==> src/rtl/wcp_pkg.sv <==
// Shared encodings, FSM states and default tuning constants for the
// wavelet coefficient packer.
package wcp_pkg;

  localparam logic [1:0] KIND_L   = 2'd0;
  localparam logic [1:0] KIND_H   = 2'd1;
  localparam logic [1:0] KIND_RUN = 2'd2;

  localparam int DEFAULT_THRESH  = 4;
  localparam int DEFAULT_MAX_RUN = 255;

  typedef enum logic [1:0] {
    S_IDLE,
    S_L,
    S_RUN,
    S_H
  } state_t;

endpackage

==> src/rtl/coef_fifo.sv <==
// Small synchronous FIFO holding {l, h, last} coefficient pairs ahead of the
// packing FSM. Read data is presented combinationally from the head entry.
module coef_fifo #(
  parameter int WIDTH = 17,
  parameter int DEPTH = 4
) (
  input  logic             clk,
  input  logic             rst_n,
  input  logic             push,
  input  logic [WIDTH-1:0] wr_data,
  input  logic             pop,
  output logic [WIDTH-1:0] rd_data,
  output logic             full,
  output logic             empty
);

  localparam int AW = $clog2(DEPTH);
  localparam int CW = $clog2(DEPTH + 1);

  logic [WIDTH-1:0] mem [DEPTH];
  logic [AW-1:0]    wr_ptr;
  logic [AW-1:0]    rd_ptr;
  logic [CW-1:0]    count;
  logic             do_push;
  logic             do_pop;

  assign full    = (count == CW'(DEPTH));
  assign empty   = (count == '0);
  assign do_push = push && !full;
  assign do_pop  = pop && !empty;
  assign rd_data = mem[rd_ptr];

  // Storage is left unreset; only the pointers and count define validity.
  always_ff @(posedge clk) begin
    if (do_push) mem[wr_ptr] <= wr_data;
  end

  always_ff @(posedge clk or negedge rst_n) begin
    if (!rst_n) begin
      wr_ptr <= '0;
      rd_ptr <= '0;
      count  <= '0;
    end else begin
      if (do_push) wr_ptr <= wr_ptr + 1'b1;
      if (do_pop)  rd_ptr <= rd_ptr + 1'b1;
      case ({do_push, do_pop})
        2'b10:   count <= count + 1'b1;
        2'b01:   count <= count - 1'b1;
        default: count <= count;
      endcase
    end
  end

endmodule

==> src/rtl/wavelet_coef_packer.sv <==
// Packs (L, H) wavelet pairs into a tagged byte stream: L literals, H literals
// for H outside the dead zone, and RUN tokens counting dead-zone H values.
module wavelet_coef_packer
  import wcp_pkg::*;
#(
  parameter int DATA_W     = 8,
  parameter int THRESH     = DEFAULT_THRESH,
  parameter int MAX_RUN    = DEFAULT_MAX_RUN,
  parameter int FIFO_DEPTH = 4
) (
  input  logic              clk,
  input  logic              rst_n,
  input  logic              in_valid,
  output logic              in_ready,
  input  logic [DATA_W-1:0] in_l,
  input  logic [DATA_W-1:0] in_h,
  input  logic              in_last,
  output logic              out_valid,
  input  logic              out_ready,
  output logic [DATA_W-1:0] out_byte,
  output logic [1:0]        out_kind,
  output logic              out_last
);

  localparam int FW = 2 * DATA_W + 1;
  localparam logic signed [DATA_W-1:0] TH_POS  = DATA_W'(THRESH);
  localparam logic signed [DATA_W-1:0] TH_NEG  = DATA_W'(-THRESH);
  localparam logic [DATA_W-1:0]        RUN_SAT = DATA_W'(MAX_RUN);

  logic [FW-1:0]     fifo_wr;
  logic [FW-1:0]     fifo_rd;
  logic              fifo_full;
  logic              fifo_empty;
  logic              push;
  logic              pop;

  logic [DATA_W-1:0] pop_l;
  logic [DATA_W-1:0] pop_h;
  logic              pop_last;
  logic              pop_zero;

  state_t            state;
  logic [DATA_W-1:0] run;
  logic [DATA_W-1:0] run_val;
  logic [DATA_W-1:0] cur_h;
  logic              cur_last;
  logic              has_run;
  logic              has_h;

  logic              beat_done;
  logic              final_beat;
  logic [DATA_W-1:0] run_inc;
  logic              nxt_has_run;
  logic [DATA_W-1:0] nxt_run_val;
  logic [DATA_W-1:0] nxt_run;

  assign fifo_wr  = {in_l, in_h, in_last};
  assign push     = in_valid && !fifo_full;
  assign in_ready = !fifo_full;

  coef_fifo #(
    .WIDTH (FW),
    .DEPTH (FIFO_DEPTH)
  ) u_fifo (
    .clk     (clk),
    .rst_n   (rst_n),
    .push    (push),
    .wr_data (fifo_wr),
    .pop     (pop),
    .rd_data (fifo_rd),
    .full    (fifo_full),
    .empty   (fifo_empty)
  );

  assign pop_l    = fifo_rd[FW-1 -: DATA_W];
  assign pop_h    = fifo_rd[DATA_W:1];
  assign pop_last = fifo_rd[0];
  assign pop_zero = ($signed(pop_h) >= TH_NEG) && ($signed(pop_h) <= TH_POS);

  assign beat_done  = out_valid && out_ready;
  assign final_beat = (state == S_H) ||
                      (state == S_RUN && !has_h) ||
                      (state == S_L && !has_run && !has_h);
  assign pop = ((state == S_IDLE) || (beat_done && final_beat)) && !fifo_empty;

  // The whole beat plan for a pair is fixed at pop time, so the run counter
  // only ever moves once per pair and later states just replay the plan.
  always_comb begin
    run_inc     = run + 1'b1;
    nxt_has_run = 1'b0;
    nxt_run_val = run;
    nxt_run     = '0;
    if (pop_zero) begin
      nxt_run_val = run_inc;
      if ((run_inc == RUN_SAT) || pop_last) begin
        nxt_has_run = 1'b1;
        nxt_run     = '0;
      end else begin
        nxt_run     = run_inc;
      end
    end else begin
      nxt_has_run = (run != '0);
    end
  end

  always_ff @(posedge clk or negedge rst_n) begin
    if (!rst_n) begin
      state     <= S_IDLE;
      out_valid <= 1'b0;
      out_byte  <= '0;
      out_kind  <= KIND_L;
      out_last  <= 1'b0;
      run       <= '0;
      run_val   <= '0;
      cur_h     <= '0;
      cur_last  <= 1'b0;
      has_run   <= 1'b0;
      has_h     <= 1'b0;
    end else if (pop) begin
      state     <= S_L;
      out_valid <= 1'b1;
      out_byte  <= pop_l;
      out_kind  <= KIND_L;
      out_last  <= 1'b0;
      run       <= nxt_run;
      run_val   <= nxt_run_val;
      cur_h     <= pop_h;
      cur_last  <= pop_last;
      has_run   <= nxt_has_run;
      has_h     <= !pop_zero;
    end else if (beat_done) begin
      case (state)
        S_L: begin
          if (has_run) begin
            state    <= S_RUN;
            out_byte <= run_val;
            out_kind <= KIND_RUN;
            out_last <= cur_last && !has_h;
          end else if (has_h) begin
            state    <= S_H;
            out_byte <= cur_h;
            out_kind <= KIND_H;
            out_last <= cur_last;
          end else begin
            state     <= S_IDLE;
            out_valid <= 1'b0;
          end
        end
        S_RUN: begin
          if (has_h) begin
            state    <= S_H;
            out_byte <= cur_h;
            out_kind <= KIND_H;
            out_last <= cur_last;
          end else begin
            state     <= S_IDLE;
            out_valid <= 1'b0;
          end
        end
        default: begin
          state     <= S_IDLE;
          out_valid <= 1'b0;
        end
      endcase
    end
  end

endmodule

==> config.mk <==
export PLATFORM = sky130hd
export DESIGN_NAME = wavelet_coef_packer
export DESIGN_NICKNAME = d
export VERILOG_FILES = /design/src/rtl/wcp_pkg.sv /design/src/rtl/coef_fifo.sv /design/src/rtl/wavelet_coef_packer.sv
export SDC_FILE = /design/constraint.sdc
export NUM_CORES = 1
export LEC_CHECK = 0
export CELL_PAD_IN_SITES_DETAIL_PLACEMENT = 1
export CELL_PAD_IN_SITES_GLOBAL_PLACEMENT = 1
export CORE_AREA = 4 4 157 83
export CTS_CLUSTER_DIAMETER = 200
export DETAILED_ROUTE_END_ITERATION = 10
export DIE_AREA = 0 0 161 87
export PLACE_DENSITY_LB_ADDON = 0.1
export REMOVE_ABC_BUFFERS = 1
export SKIP_LAST_GASP = 1
export SLEW_MARGIN = 20
export SYNTH_ARGS = -nofsm -noshare
export SYNTH_HDL_FRONTEND = slang
export SYNTH_SLANG_ARGS = --single-unit
==> constraint.sdc <==
create_clock -name clk -period 2.8 [get_ports clk]
set_input_delay 0.56 -clock clk [delete_from_list [all_inputs] [get_ports clk]]
set_output_delay 0.56 -clock clk [all_outputs]
set_load 0.05 [all_outputs]
Word-level counts from Yosys, hierarchy flattened
Memories as Yosys holds them, arrays and structs flattened. Index checks and enable logic that the tools add are counted.

Bits in registers: 48. Memory bits (writable): 68. Input bits: 21. Output and inout port bits: 13. Word-level logic and storage cells: 91. Memories: 1.

Add/subtract/negate cells: 5. $lt $le $gt $ge: 2. Equality and inequality tests: 8. Muxes and demuxes: 33. Reductions and logical operators: 28.

Memory list: u_fifo.mem (words 4, width 17, rd ports 1, clocked after memory_dff 0, write ports 1, line coef_fifo.sv:20) `logic [WIDTH-1:0] mem [DEPTH];`.

Operators with widths (number): 2-to-1 mux 8 bit (7); 2-to-1 mux 2 bit (8); one-hot mux 8 bit (2 select lines) (1); 2-to-1 mux 1 bit (12); logical AND 1 bit (11); adder 8 x 1 -> 8 bit, second input constant (1); equality test 8 bit, second input constant (1); greater-or-equal comparator 8 x 3 -> 1 bit, second input constant (1); less-or-equal comparator 8 x 4 -> 1 bit, second input constant (1); one-hot mux 2 bit (2 select lines) (2); nonzero test 8 bit (1); equality test 2 bit, second input constant (3); one-hot mux 3 bit (2 select lines) (1); logical NOT 1 bit (5); adder 2 x 1 -> 2 bit, second input constant (2); equality test 2 x 1 -> 1 bit, second input constant (2); logical OR 1 bit (4); one-hot mux 1 bit (2 select lines) (2); AND reduction 2 bit (2); nonzero test 2 bit (2); adder 3 x 1 -> 3 bit, second input constant (1); equality test 3 bit, second input constant (1); logical NOT 3 bit (1); != test 3 x 2 -> 1 bit, second input constant (1); other kinds (3) (3).

Depth between registers and ports, before layout
Gate-level depths: netlist of the first run.

Depth in word-level cells: 10. Depth in mapped cells: 14. Gate-level depth less buffers: 13.

Modules after synthesis
From an unflattened synthesis of the first run, not the netlist that was laid out.

Cells, all modules: 404. Area total of the unflattened synthesis: 5333.9 µm².

Modules (own cells, without submodules): coef_fifo (instances 1, cells each 126, area an instance 2921.6 µm², seq. area each 2217.1 µm²); wavelet_coef_packer (instances 1, cells each 278, area an instance 2412.3 µm², seq. area each 1026.0 µm²).

Least setup slack after synthesis of the first run
No wires, ideal clock.

Kind: register to register. Start: register state[1]. End: register u_fifo.count[1]. Setup time: 83 ps. Arrival time: 2582 ps. Required time: 2717 ps. Setup slack: 136 ps. Cell stages (with the launch flop): 13. Buffers on the path: 1. Period minus slack after synthesis: 2664 ps. Cell sequence: dfrtp_1 > inv_1 > ha_1 > nor2b_1 > o21ai_0 > a21oi_1 > o32ai_1 > clkinv_1 > clkbuf_1 > ha_1 > inv_1 > fa_1 > o21ai_0.

Longest elaborated chain between the ends: 10. Elaborated cells on any way between the ends: 17. Those cells by class: 5 x eq/ne; 1 x mux; 11 x reduce/logical.

Ends and longest elaborated chain: from (decl) (line wavelet_coef_packer.sv:42) `state_t state;`; from (signal assigned) (line wavelet_coef_packer.sv:108) `state <= S_IDLE;`; from (signal assigned) (line wavelet_coef_packer.sv:120) `state <= S_L;`; from (signal assigned) (line wavelet_coef_packer.sv:135) `state <= S_RUN;`; equality test 2 bit or equality test 2 x 1 -> 1 bit (tied branches) (line wavelet_coef_packer.sv:82, wavelet_coef_packer.sv:83); logical AND 1 bit, on equally long branches (line wavelet_coef_packer.sv:82, wavelet_coef_packer.sv:83); logical OR 1 bit or logical AND 1 bit (tied branches) (line wavelet_coef_packer.sv:81, wavelet_coef_packer.sv:83); logical OR 1 bit (line wavelet_coef_packer.sv:82) `(state == S_RUN && !has_h) ||`; logical AND 1 bit (line wavelet_coef_packer.sv:84) `assign pop = ((state == S_IDLE) || (beat_done && final_beat)) && !fifo_empty;`; logical OR 1 bit (*) (line wavelet_coef_packer.sv:84); logical AND 1 bit (*) (line wavelet_coef_packer.sv:84); logical AND 1 bit (*) (line coef_fifo.sv:30) `assign do_pop = pop && !empty;`; equality test 2 x 1 -> 1 bit or equality test 2 bit (tied branches) (line coef_fifo.sv:46) `case ({do_push, do_pop})`; one-hot mux 3 bit (2 select lines) or nonzero test 2 bit (tied branches); to (signal assigned) (line coef_fifo.sv:47) `2'b10: count <= count + 1'b1;`; to (signal assigned) (line coef_fifo.sv:48) `2'b01: count <= count - 1'b1;`; to (signal assigned) (line coef_fifo.sv:49) `default: count <= count;`; to (decl) (line coef_fifo.sv:23) `logic [CW-1:0] count;`.

Every way passes the cells marked *; elsewhere a longest branch is shown, timed or not. A chain may end at the register's enable or synchronous reset.

Final worst setup path of the first run
Start: register u_fifo.count[0]. End: output in_ready.

Longest elaborated chain between the ends: 2.

Ends and longest elaborated chain: equality test 3 bit (line coef_fifo.sv:27) `assign full = (count == CW'(DEPTH));`; logical NOT 1 bit (line wavelet_coef_packer.sv:59) `assign in_ready = !fifo_full;`; to (decl) (line wavelet_coef_packer.sv:14) `output logic in_ready,`.

Every way passes these cells.

==> results_dict.tcl, run 1 <==
set metrics [dict create \
    status "finished, final reports clean" \
    grt-ovfl-total 0 \
    syn2layout_area_growth_pct 23.88 \
    syn_area_sq_um 5019 \
    ys_seq_area_frac 0.6462 \
    vias 3114 \
    die_w_microns 161 \
    rows 28 \
    swShare 0.3586 \
    hold_path.class "in -> async" \
    initial_core_util 0.4315 \
    synthCells 375 \
    min_period_ns 2.604 \
    fin_nets 455 \
    fin_skew_ns 0.007183 \
    tightest_slew_ns 0.5253 \
    cellPowerDensity_nw_per_um2 1187 \
    setup_viol 0 \
    drc_errors 0 \
    gp_congestion 0.7943 \
    path_class "reg -> out" \
    final_util 0.5345 \
    crit_path_end_kind "output pin" \
    syn_avg_cell_area_sq_um 13.38 \
    dp_hpwl_mm 7.440 \
    fillers 1140 \
    yosys-top-cells-area "edfxtp_1 41%, dfrtp_1 24%, mux4_2 5.4%" \
    die_y_microns 87 \
    arrival_ns 2.04 \
    grt_usage 0.1768 \
    min_period_over_period 0.9301 \
    power_frac_seq 0.339 \
    root_buffer "clkbuf_16" \
    fmax_mhz 384.0 \
    antenna_found_initial 0 \
    busiest_layer "met2" \
    grt_start_max_net_pins 43 \
    p_clk_frac 0.313 \
    core_sq_um 11630 \
    rr_worst_depth 13 \
    max_slew_margin 0.6461 \
    drtPass1Iterations 4 \
    clkTransAtPathRegs_ns 0.06 \
    met3_usage 0.04775 \
    rsz0062_at_grt "no" \
    path_max_fanout 6 \
    power.total_w 0.007380 \
    yosysTopAreaCell "edfxtp_1" \
    met1_usage 0.2370 \
    clockBufferDepth 2 \
    yosys_warnings 0 \
    drive_above_1_share 0.1406 \
    drt-initial-drc-count 186 \
    clock-sinks 116 \
    final_cell_mix "68 x edfxtp_1, 66 x nand2_1, 48 x dfrtp_1" \
    pwr-share-comb 0.348 \
    final-max-slew-violation-count 0 \
    synth_cell_types 42 \
    die_area_sq_um 14010 \
    ys_ff_latch 116 \
    multi_input_area_sq_um 1657 \
    io_buffer_count 33 \
    antenna_cells 0 \
    cts_made_buffers 17 \
    io_pins 34 \
    grt_pass1_wl_mm 18.84 \
    clock_latency_ns 0.40 \
    hold_viol_final 0 \
    peakVddDrop_uv 595.6 \
    wire_per_inst_microns 18.88 \
    dpl.cell_count 567 \
    start_kind "flop" \
    post-cts-setup-buffer-count 0 \
    fin_cells 599 \
    place_area_sq_um 5583 \
    p_int_w 0.004733 \
    met2_usage 0.2909 \
    htreeDepth 4 \
    grt_pass1_vias 3502 \
    regArea_sq_um 3243 \
    cp.required_ns 2.24 \
    design_area_sq_um 6217 \
    ant_nets 0 \
    routed_via_density 5.199 \
    cts_tree "yes" \
    p_leak_nw 2.428 \
    drt-total-wl_mm 11.31 \
    timing.max_cap.violations 0 \
    final_common_cell "edfxtp_1" \
    power.switching_w 0.002647 \
    synth_top_area_frac 0.4069 \
]
-- worst paths after layout --
| check | slack, ns | start | end |
|---|---|---|---|
| worst max-delay path | 0.20 | u_fifo.count[0] | in_ready |
| worst min-delay path | 0.06 | rst_n | run[3] |
| worst max register to register | 0.29 | state[1] | u_fifo.count[2] |
| worst min register to register | 0.48 | cur_h[4] | cur_h[4] |
| max in group asynchronous | 1.94 | rst_n | cur_h[7] |
| min in group clk | 0.48 | cur_h[4] | cur_h[4] |
-- layer usage --
layer	share of wire	vias to the layer above	wire length, microns
li1	-	1465	-
met1	0.49	1596	5497
met4	0.0078	0	88
met3	0.029	11	323
met2	0.48	42	5402
met5	0	-	0
-- power groups by stage --
stage	clock network (W)	registers, W	logic (W)
floorplan	0	0.00283	0.00133
global placement	0	0.00250	0.00250
detailed placement	0	0.00253	0.00258
CTS	0.00235	0.00251	0.00261
global route	0.00245	0.00255	0.00286
finish	0.00231	0.00250	0.00257
-- through the flow --
step | hold WS [ns] | setup slack (ns) | TNS [ns]
2_1_floorplan | 0.2644 | -2.192 | -50.54
3_3_place_gp | 0.4620 | 0.1604 | 0
3_5_place_dp | 0.4697 | 0.05597 | 0
4_1_cts | 0.05088 | 0.1689 | 0
5_1_grt | 0.06786 | 0.02773 | 0
6_report | 0.05550 | 0.1958 | 0
-- flip-flops by register name (all words and copies together) (netlist names) --
name	flops
out_byte	8
out_kind	2
u_fifo.count	3
u_fifo.rd_ptr	2
cur_h	8
cur_last	1
u_fifo.wr_ptr	2
run	8
state	2
out_valid	1
has_run	1
run_val	8
out_last	1
has_h	1
u_fifo.mem	68
-- cells by family (layout without fill, tap and decap cells) --
logic type / Yosys count / in the layout / synth area share
buffers and inverters: 33 / 92 / 0.02817
multiplexers: 18 / 18 / 0.08302
AO/OA/AOI/OAI: 70 / 70 / 0.08701
AND/OR/NAND/NOR: 110 / 110 / 0.09549
flip-flops: 116 / 116 / 0.6462
XOR/XNOR: 15 / 15 / 0.02618
adder cells (fa/ha/maj): 13 / 13 / 0.03391
-- cells in the mapped netlist --
| cell | count |
|---|---|
| a222oi_1 | 1 |
| xnor2_1 | 8 |
| o21ai_1 | 2 |
| nor4_1 | 1 |
| o221ai_4 | 1 |
| ha_1 | 12 |
| mux4_2 | 12 |
| o21ai_0 | 38 |
| a22o_1 | 6 |
| clkinv_1 | 1 |
| a21o_1 | 1 |
| nor2_4 | 1 |
| o311ai_0 | 1 |
| inv_1 | 15 |
| and3_1 | 8 |
| nor2_2 | 1 |
| o21bai_1 | 1 |
| or2_2 | 1 |
| nor2b_1 | 5 |
| a311oi_1 | 1 |
| dfrtp_1 | 48 |
| buf_1 | 2 |
| mux4_1 | 5 |
| mux2_4 | 1 |
| and2_1 | 1 |
| nor2_1 | 15 |
| fa_1 | 1 |
| nor3_1 | 4 |
| o22ai_1 | 10 |
| a32oi_1 | 1 |
| edfxtp_1 | 68 |
| o32ai_1 | 1 |
| nand4_1 | 1 |
| clkbuf_1 | 11 |
| a21oi_1 | 4 |
| xor2_1 | 7 |
| nand2_1 | 66 |
| o211ai_1 | 2 |
| buf_6 | 2 |
| nand3_1 | 5 |
| buf_2 | 2 |
| nand2b_1 | 1 |
-- worst max-delay path: stages (launching register included) --
cell             delay [ns]
dfrtp_1                0.44
inv_1                  0.11
nand3_1                0.22
clkdlybuf4s50_1        0.86
-- layout make-up --
type,count,area share
Clock buffer,18,0.06903
Clock inverter,14,0.03240
Inverter,16,0.009660
Multi-Input combinational cell,226,0.2665
Sequential cell,116,0.5216
Tap cell,165,0.03321
Timing Repair Buffer,44,0.06762
-- repair_timing --
item	CTS	global route
gates resized for setup	0	1
endpoints found under the setup margin	0	1
hold buffers	0	0
Note: power is estimated with default switching activity, not from simulation.
==> inputs of run 2 (changes only) <==
--- a/config.mk
+++ b/config.mk
@@ -7,10 +7,11 @@
 export LEC_CHECK = 0
 export CELL_PAD_IN_SITES_DETAIL_PLACEMENT = 1
 export CELL_PAD_IN_SITES_GLOBAL_PLACEMENT = 1
-export CORE_AREA = 4 4 157 83
+export CORE_AREA = 4 4 152 81
 export CTS_CLUSTER_DIAMETER = 200
 export DETAILED_ROUTE_END_ITERATION = 10
-export DIE_AREA = 0 0 161 87
+export DIE_AREA = 0 0 156 85
+export DONT_BUFFER_PORTS = 1
 export PLACE_DENSITY_LB_ADDON = 0.1
 export REMOVE_ABC_BUFFERS = 1
 export SKIP_LAST_GASP = 1
==> results_dict.tcl, run 2 (synthesis results as in run 1) <==
set metrics [dict create \
    status "finished, final reports clean" \
    peakVddDrop_uv 479.1 \
    rows 27 \
    fmax_mhz 397.6 \
    hold_path.class "in -> async" \
    grt_start_max_net_pins 49 \
    crit_path_end_kind "flop" \
    cts_made_buffers 17 \
    cts_tree "yes" \
    htreeDepth 4 \
    critPathMaxStageDelay_ns 0.42 \
    die_area_sq_um 13260 \
    root_buffer "clkbuf_16" \
    antenna_found_initial 0 \
    clock_latency_ns 0.41 \
    io_buffer_count 0 \
    fin_nets 423 \
    antenna_cells 0 \
    timing.max_cap.violations 0 \
    grt_usage 0.1846 \
    clockBufferDepth 2 \
    tightest_slew_ns 0.8264 \
    rsz0062_at_grt "no" \
    hold_viol_final 0 \
    clkTransAtPathRegs_ns 0.06 \
    drive_above_1_share 0.1443 \
    setup_viol 0 \
    drt-total-wl_mm 11.28 \
    path_cells "inv_1, ha_1, nor2b_1, o21ai_0, a21oi_2, o32ai_4, clkinv_1, ha_1, inv_1, fa_1, xor2_1, nor2_1, xor2_1" \
    core_sq_um 10840 \
    arrival_ns 2.84 \
    drtPass1Iterations 4 \
    slowest_stage "dfrtp_1" \
    largest_reg_flops 68 \
    wire_per_inst_microns 20.62 \
    grt-ovfl-total 0 \
    path_class "reg -> reg" \
    final_util 0.5400 \
    syn2layout_area_growth_pct 16.68 \
    die_y_microns 85 \
    final_cell_mix "68 x edfxtp_1, 66 x nand2_1, 48 x dfrtp_1" \
    grt_pass1_wl_mm 18.48 \
    gp_congestion 0.8155 \
    dp_hpwl_mm 7.376 \
    io_pins 34 \
    initial_core_util 0.4628 \
    fin_skew_ns 0.01150 \
    clock-sinks 116 \
    drc_errors 0 \
    cp_top_family "adder cells" \
    routed_via_density 5.537 \
    critPathBufInv 3 \
    path_max_fanout 4 \
    final-max-slew-violation-count 0 \
    final_common_cell "edfxtp_1" \
    die_w_microns 156 \
    p_leak_nw 2.284 \
    vias 3029 \
    grt_pass1_vias 3325 \
    finalWorstSetupSlack_ns 0.2848 \
    cp.required_ns 3.12 \
    min_period_ns 2.515 \
    post-cts-setup-buffer-count 0 \
    drt-initial-drc-count 202 \
    regMostFlops "u_fifo.mem" \
    cellPowerDensity_nw_per_um2 1209 \
    max_slew_margin 0.4470 \
    start_kind "flop" \
    place_ws_ns 0.2649 \
    min_period_over_period 0.8983 \
    ant_nets 0 \
]
run 2: layout make-up:
cell class	instances	area, sq um
Clock inverter	12	155.1
Sequential cell	116	3243
Clock buffer	20	436.7
Fill cell	1052	4989
Multi-Input combinational cell	226	1657
Tap cell	145	181.4
Timing Repair Buffer	12	122.6
Inverter	16	60.06
run 2: final timing paths:
kind | to | depth (start not counted) | start | slack, ns
worst max register to register | u_fifo.count[2] | 13 | state[1] | 0.28
worst max-delay path | u_fifo.count[2] | 13 | state[1] | 0.28
worst min register to register | cur_h[6] | 2 | cur_h[6] | 0.48
min in group clk | u_fifo.mem[2][14] | 0 | in_l[5] | 0.24
max in group asynchronous | cur_h[6] | 1 | rst_n | 2.57
worst min-delay path | run[2] | 1 | rst_n | 0.002
run 2: timing repair:
item	4_1_cts	5_1_grt
hold endpoints to repair	48	0
hold buffers	1	0
gates resized for setup	0	1
endpoints found under the setup margin	0	1
run 2: routing by layer:
layer	global-route usage	share of wire	up-vias	wire length, microns
met3	0.07183	0.058	18	656
met1	0.2492	0.47	1560	5293
met4	0.06672	0.014	0	157
met5	0	0	-	0
met2	0.2733	0.46	58	5171
li1	-	-	1393	-
run 2: report_power, final:
group | switching (W) | internal, W | leakage, nW | total [W]
clock network | 0.000778 | 0.00140 | 0.276 | 0.00218
logic | 0.00130 | 0.000800 | 0.772 | 0.00210
registers | 0.000526 | 0.00228 | 1.24 | 0.00281
total | 0.00260 | 0.00448 | 2.28 | 0.00708
run 2: stage by stage:
step	setup TNS [ns]	cells	cell area [sq um]	hold WS, ns	power [W]
2_1_floorplan	-50.54	358	4937	0.2644	0.004154
3_3_place_gp	0	514	5233	0.2662	0.004792
3_5_place_dp	0	514	5233	0.2662	0.004904
4_1_cts	0	547	5852	0.0001064	0.007142
5_1_grt	0	547	5856	0.007256	0.007507
6_report	0	547	5856	0.001914	0.007078
==> inputs of run 3 (changes only) <==
--- a/config.mk
+++ b/config.mk
@@ -8,7 +8,8 @@
 export CELL_PAD_IN_SITES_DETAIL_PLACEMENT = 1
 export CELL_PAD_IN_SITES_GLOBAL_PLACEMENT = 1
 export CORE_AREA = 4 4 152 81
-export CTS_CLUSTER_DIAMETER = 200
+export CTS_CLUSTER_DIAMETER = 100
+export CTS_CLUSTER_SIZE = 40
 export DETAILED_ROUTE_END_ITERATION = 10
 export DIE_AREA = 0 0 156 85
 export DONT_BUFFER_PORTS = 1
==> results of run 3 <==
Same layout as run 2: the final DEF is identical, and so are final timing and power.
==> edit 1: new RTL, flow settings as in run 1 <==
Change the parameter `DATA_W` from 8 to 6.
--- a/src/rtl/wavelet_coef_packer.sv
+++ b/src/rtl/wavelet_coef_packer.sv
@@ -4,5 +4,5 @@
   import wcp_pkg::*;
 #(
-  parameter int DATA_W     = 8,
+  parameter int DATA_W     = 6,
   parameter int THRESH     = DEFAULT_THRESH,
   parameter int MAX_RUN    = DEFAULT_MAX_RUN,
Interface: changed (resized in_h, in_l and out_byte); port bits go from 34 to 28. The function was not compared with the original's and may differ.
==> edit 1 against run 1 <==
  * Wire length fell by 20%
  * Sequential cell count fell by 24
  * Design area fell by 22%
  * Die area did not move
  * Highest routed layer unchanged
  * Via count fell by 18%
  * Register-to-register slack improved by 30 ps
  * Largest power group unchanged
  * Non-clock buffer count fell by 4
  * Critical path type unchanged
  * Power fell by 22%
  * Area after synthesis fell by 19%
  * Setup slack improved by 100 ps
==> edit 1: results (changes against run 1) <==
qor: status.outcome completed
qor: placement.io_buffer_count 27 [-18%]
qor: sta.timing.max_slew.rel_slack 0.365 [-0.281]
qor: setup_path.rr_startpoint u_fifo.rd_ptr[0]
qor: routing.routed_wirelength 8.99 mm [-20%]
qor: placement.globalplace.congestion 0.766 [-3.6%]
qor: pwr.power.switching 2.31 mW [-13%]
qor: placement.pre_cts_ws 178 ps [+122 ps]
qor: routing.via_to_cell_ratio 4.99 [-4.1%]
qor: cts.clk-insertion-delay-late 350 ps [-50 ps]
qor: cts.cts-buffers-inserted 9 [-8]
qor: synth.synth_xor_area_frac 0.0151 [-0.0111]
qor: setup_path.r2r_cells 6 [-7]
qor: synth.async_reset_ff_frac 0.435 [+0.0210]
qor: sta.finClkSkew 8.27 ps [+1.09 ps]
qor: pwr.power.leakage 1.90 nW [-22%]
qor: global_route.grt_first_pass_wirelength 15.1 mm [-20%]
qor: global_route.largest_net_degree_at_the_start_of_global_routing 44 [+2.3%]
qor: synth.cell_types_with_the_largest_area_share_after_synthesis sky130_fd_sc_hd__edfxtp_1 (38%), sky130_fd_sc_hd__dfrtp_1 (25%), sky130_fd_sc_hd__mux4_2 (7.2%)
qor: synth.seq_area_frac_synth 0.631 [-0.0155]
qor: sta.worst_slack 297 ps [+102 ps]
qor: final_layout.nNetsFinal 371 [-18%]
qor: setup_path.internal_reg_to_reg_setup_slack 320 ps [+30 ps]
qor: synth.synth.lib_cells_used.distinct 46 [+9.5%]
qor: routing.detailroute.via_count 2548 [-18%]
qor: cts.htreeDepth 3 [-1]
qor: synth.synthesized_area_fraction_occupied_by_adder_cells 0.0419 [+0.00798]
qor: setup_path.critPathArrivalTime 1940 ps [-100 ps]
qor: synth.synth_enable_flop_cells 52 [-24%]
qor: pwr.irDropWorstVdd 457 uV [-23%]
qor: synth.netlist_instances 303 [-19%]
[edit 1: layer usage]
layer	routed length, um	vias up	global-route usage
met1	4530	1307	0.197
met4	90	0	0.0395
met3	337	8	0.0449
met5	0	-	0
li1	-	1207	-
met2	4040	26	0.218
[edit 1: through the flow]
step	setup TNS [ps]	hold slack, ps	power (mW)	util
after floorplan	-168	264	3.72	-
after global placement	0	468	4.58	0.394
after detailed placement	0	473	4.64	0.394
after CTS	0	377	5.90	0.419
after global routing	0	432	6.25	0.419
final	0	358	5.78	0.419
[edit 1: worst min-delay path by stage]
stage / from / to / slack, ps
after floorplan: rst_n / cur_h[0] / 260
after global routing: rst_n / u_fifo.wr_ptr[0] / 430
final: rst_n / u_fifo.wr_ptr[1] / 360
after CTS: rst_n / u_fifo.wr_ptr[1] / 380
after global placement: cur_h[5] / cur_h[5] / 470
after detailed placement: cur_h[5] / cur_h[5] / 470
[edit 1: final cells by class]
cell class	count	area (um2)
Clock inverter	7	68.8
Fill cell	1217	6760
Sequential cell	92	2560
Multi-Input combinational cell	185	1390
Tap cell	165	206
Clock buffer	9	225
Timing Repair Buffer	40	375
Inverter	13	48.8
[edit 1: power by group through the flow]
stage                     registers (mW)  clock network, mW  logic [mW]
after floorplan                     2.30                  0        1.41
after global placement              2.08                  0        2.51
after detailed placement            2.09                  0        2.55
after CTS                           2.07               1.26        2.57
after global routing                2.11               1.32        2.82
final                               2.06               1.21        2.51
[edit 1: critical path: cells and delay by family, from the launching register on]
kind          cells  cell delay [ps]
buf+inv           1              860
flops             1              430
simple gates      2              300
==> edit 2: new RTL, flow settings as in run 1 <==
Made on the original files. Make the reset (`rst_n`) synchronous in 2 clocked blocks.
--- a/src/rtl/coef_fifo.sv
+++ b/src/rtl/coef_fifo.sv
@@ -36,5 +36,5 @@
   end
 
-  always_ff @(posedge clk or negedge rst_n) begin
+  always_ff @(posedge clk) begin
     if (!rst_n) begin
       wr_ptr <= '0;
--- a/src/rtl/wavelet_coef_packer.sv
+++ b/src/rtl/wavelet_coef_packer.sv
@@ -104,5 +104,5 @@
   end
 
-  always_ff @(posedge clk or negedge rst_n) begin
+  always_ff @(posedge clk) begin
     if (!rst_n) begin
       state     <= S_IDLE;
Check against the original RTL: differs if rst_n is asserted again (counterexample within 4 cycles, from zero or initial values and one cycle with rst_n low); with rst_n held inactive, the same outputs for 4 cycles.
==> edit 2 against run 1 <==
  * Setup slack better by 43 ps
  * Via count up 16%
  * Area after synthesis up 6.3%
  * Design area up 3.5%
  * First-iteration DRC count up 9.7%
  * Power down 14%
  * Largest power group is now registers
  * Fmax up 1.7%
  * Sequential cell count up 2
  * Wire length up 14%
==> edit 2: results (changes against run 1) <==
qor: setup_path.worst_path_largest_cell_delay 370 ps [-490 ps]
qor: routing.met1_length 6.02 mm [+9.4%]
qor: placement.pre_cts_ws -36.1 ps [-92.1 ps]
qor: synth.post_synthesis_compound_gate_area_fraction 0.122 [+0.0348]
qor: setup_path.critPathArrivalTime 2900 ps [+860 ps]
qor: routing.wl_met2 6.29 mm [+16%]
qor: placement.placed_area 0.00585 mm2 [+4.8%]
qor: final_layout.final_layout_size_suffix_gt1_frac 0.132 [-0.00832]
qor: status.outcome completed
qor: routing.detail_route.iter0.violations 204 [+9.7%]
qor: pwr.irDropWorstVdd 482 uV [-19%]
qor: final_layout.fillerInstances 1172 [+2.8%]
qor: setup_path.cp_slowest_cell sky130_fd_sc_hd__fa_1
qor: global_route.grtUsageTotal 0.199 [+0.0218]
qor: global_route.grt.met3_usage 0.0567 [+0.00898]
qor: pwr.power.leakage 2.35 nW [-3.2%]
qor: setup_path.r2r_cells 12 [-1]
qor: min_path.timing.hold.worst.class flop to flop
qor: synth.seq_area_frac_synth 0.571 [-0.0756]
qor: routing.met3WireLength 473 um [+46%]
qor: synth.synth.lib_cells_used.distinct 55 [+31%]
qor: routing.via_to_cell_ratio 5.54 [+6.6%]
qor: global_route.first_global_vias 4004 [+14%]
qor: sta.timing.max_slew.rel_slack 0.502 [-0.144]
qor: routing.average_wire_per_standard_cell 19.9 um [+5.5%]
[edit 2: changes by cell type in the layout (fill, tap and decap cells not counted), moves of 7 or more]
cell                              run 1  this run
sky130_fd_sc_hd__dfxtp_1              0        50
sky130_fd_sc_hd__dfrtp_1             48         0
sky130_fd_sc_hd__o21ai_0             38         2
sky130_fd_sc_hd__a21oi_1              3        31
sky130_fd_sc_hd__nand2_1             66        38
sky130_fd_sc_hd__nand3_1              5        17
sky130_fd_sc_hd__nand2b_1             1        12
sky130_fd_sc_hd__nor2_1              15        25
sky130_fd_sc_hd__mux4_1               5        14
sky130_fd_sc_hd__mux4_2              12         3
sky130_fd_sc_hd__o211a_1              0         8
sky130_fd_sc_hd__o21ai_1              2        10
sky130_fd_sc_hd__buf_4               10        17
sky130_fd_sc_hd__or4_1                0         7
[edit 2: final timing paths]
kind	start	endpoint	slack, ps
setup / recovery	state[1]	u_fifo.count[2]	240
hold reg to reg	cur_h[5]	cur_h[5]	460
setup reg to reg	state[1]	u_fifo.count[2]	240
hold / removal	cur_h[5]	cur_h[5]	460
[edit 2: layout make-up]
cell class                      count  area (um2)  share of cell area
Clock buffer                       17         425              0.0661
Clock inverter                     14         154              0.0239
Inverter                           14        52.6             0.00816
Multi-Input combinational cell    269        2060               0.320
Sequential cell                   118        3040               0.473
Timing Repair Buffer               52         498              0.0774
Tap cell                          165         206              0.0321
[edit 2: power by group]
part	leakage [nW]	switching [mW]	internal, mW
logic	1.04	1.21	0.745
registers	1.03	0.173	2.11
clock network	0.276	0.837	1.31
[edit 2: tightest hold or removal path: cells and delay by family (launching register included)]
kind             cells  cell delay (ps)
AO/OA/AOI/OAI        1               60
flip-flops           1              310
AND/OR/NAND/NOR      1               50
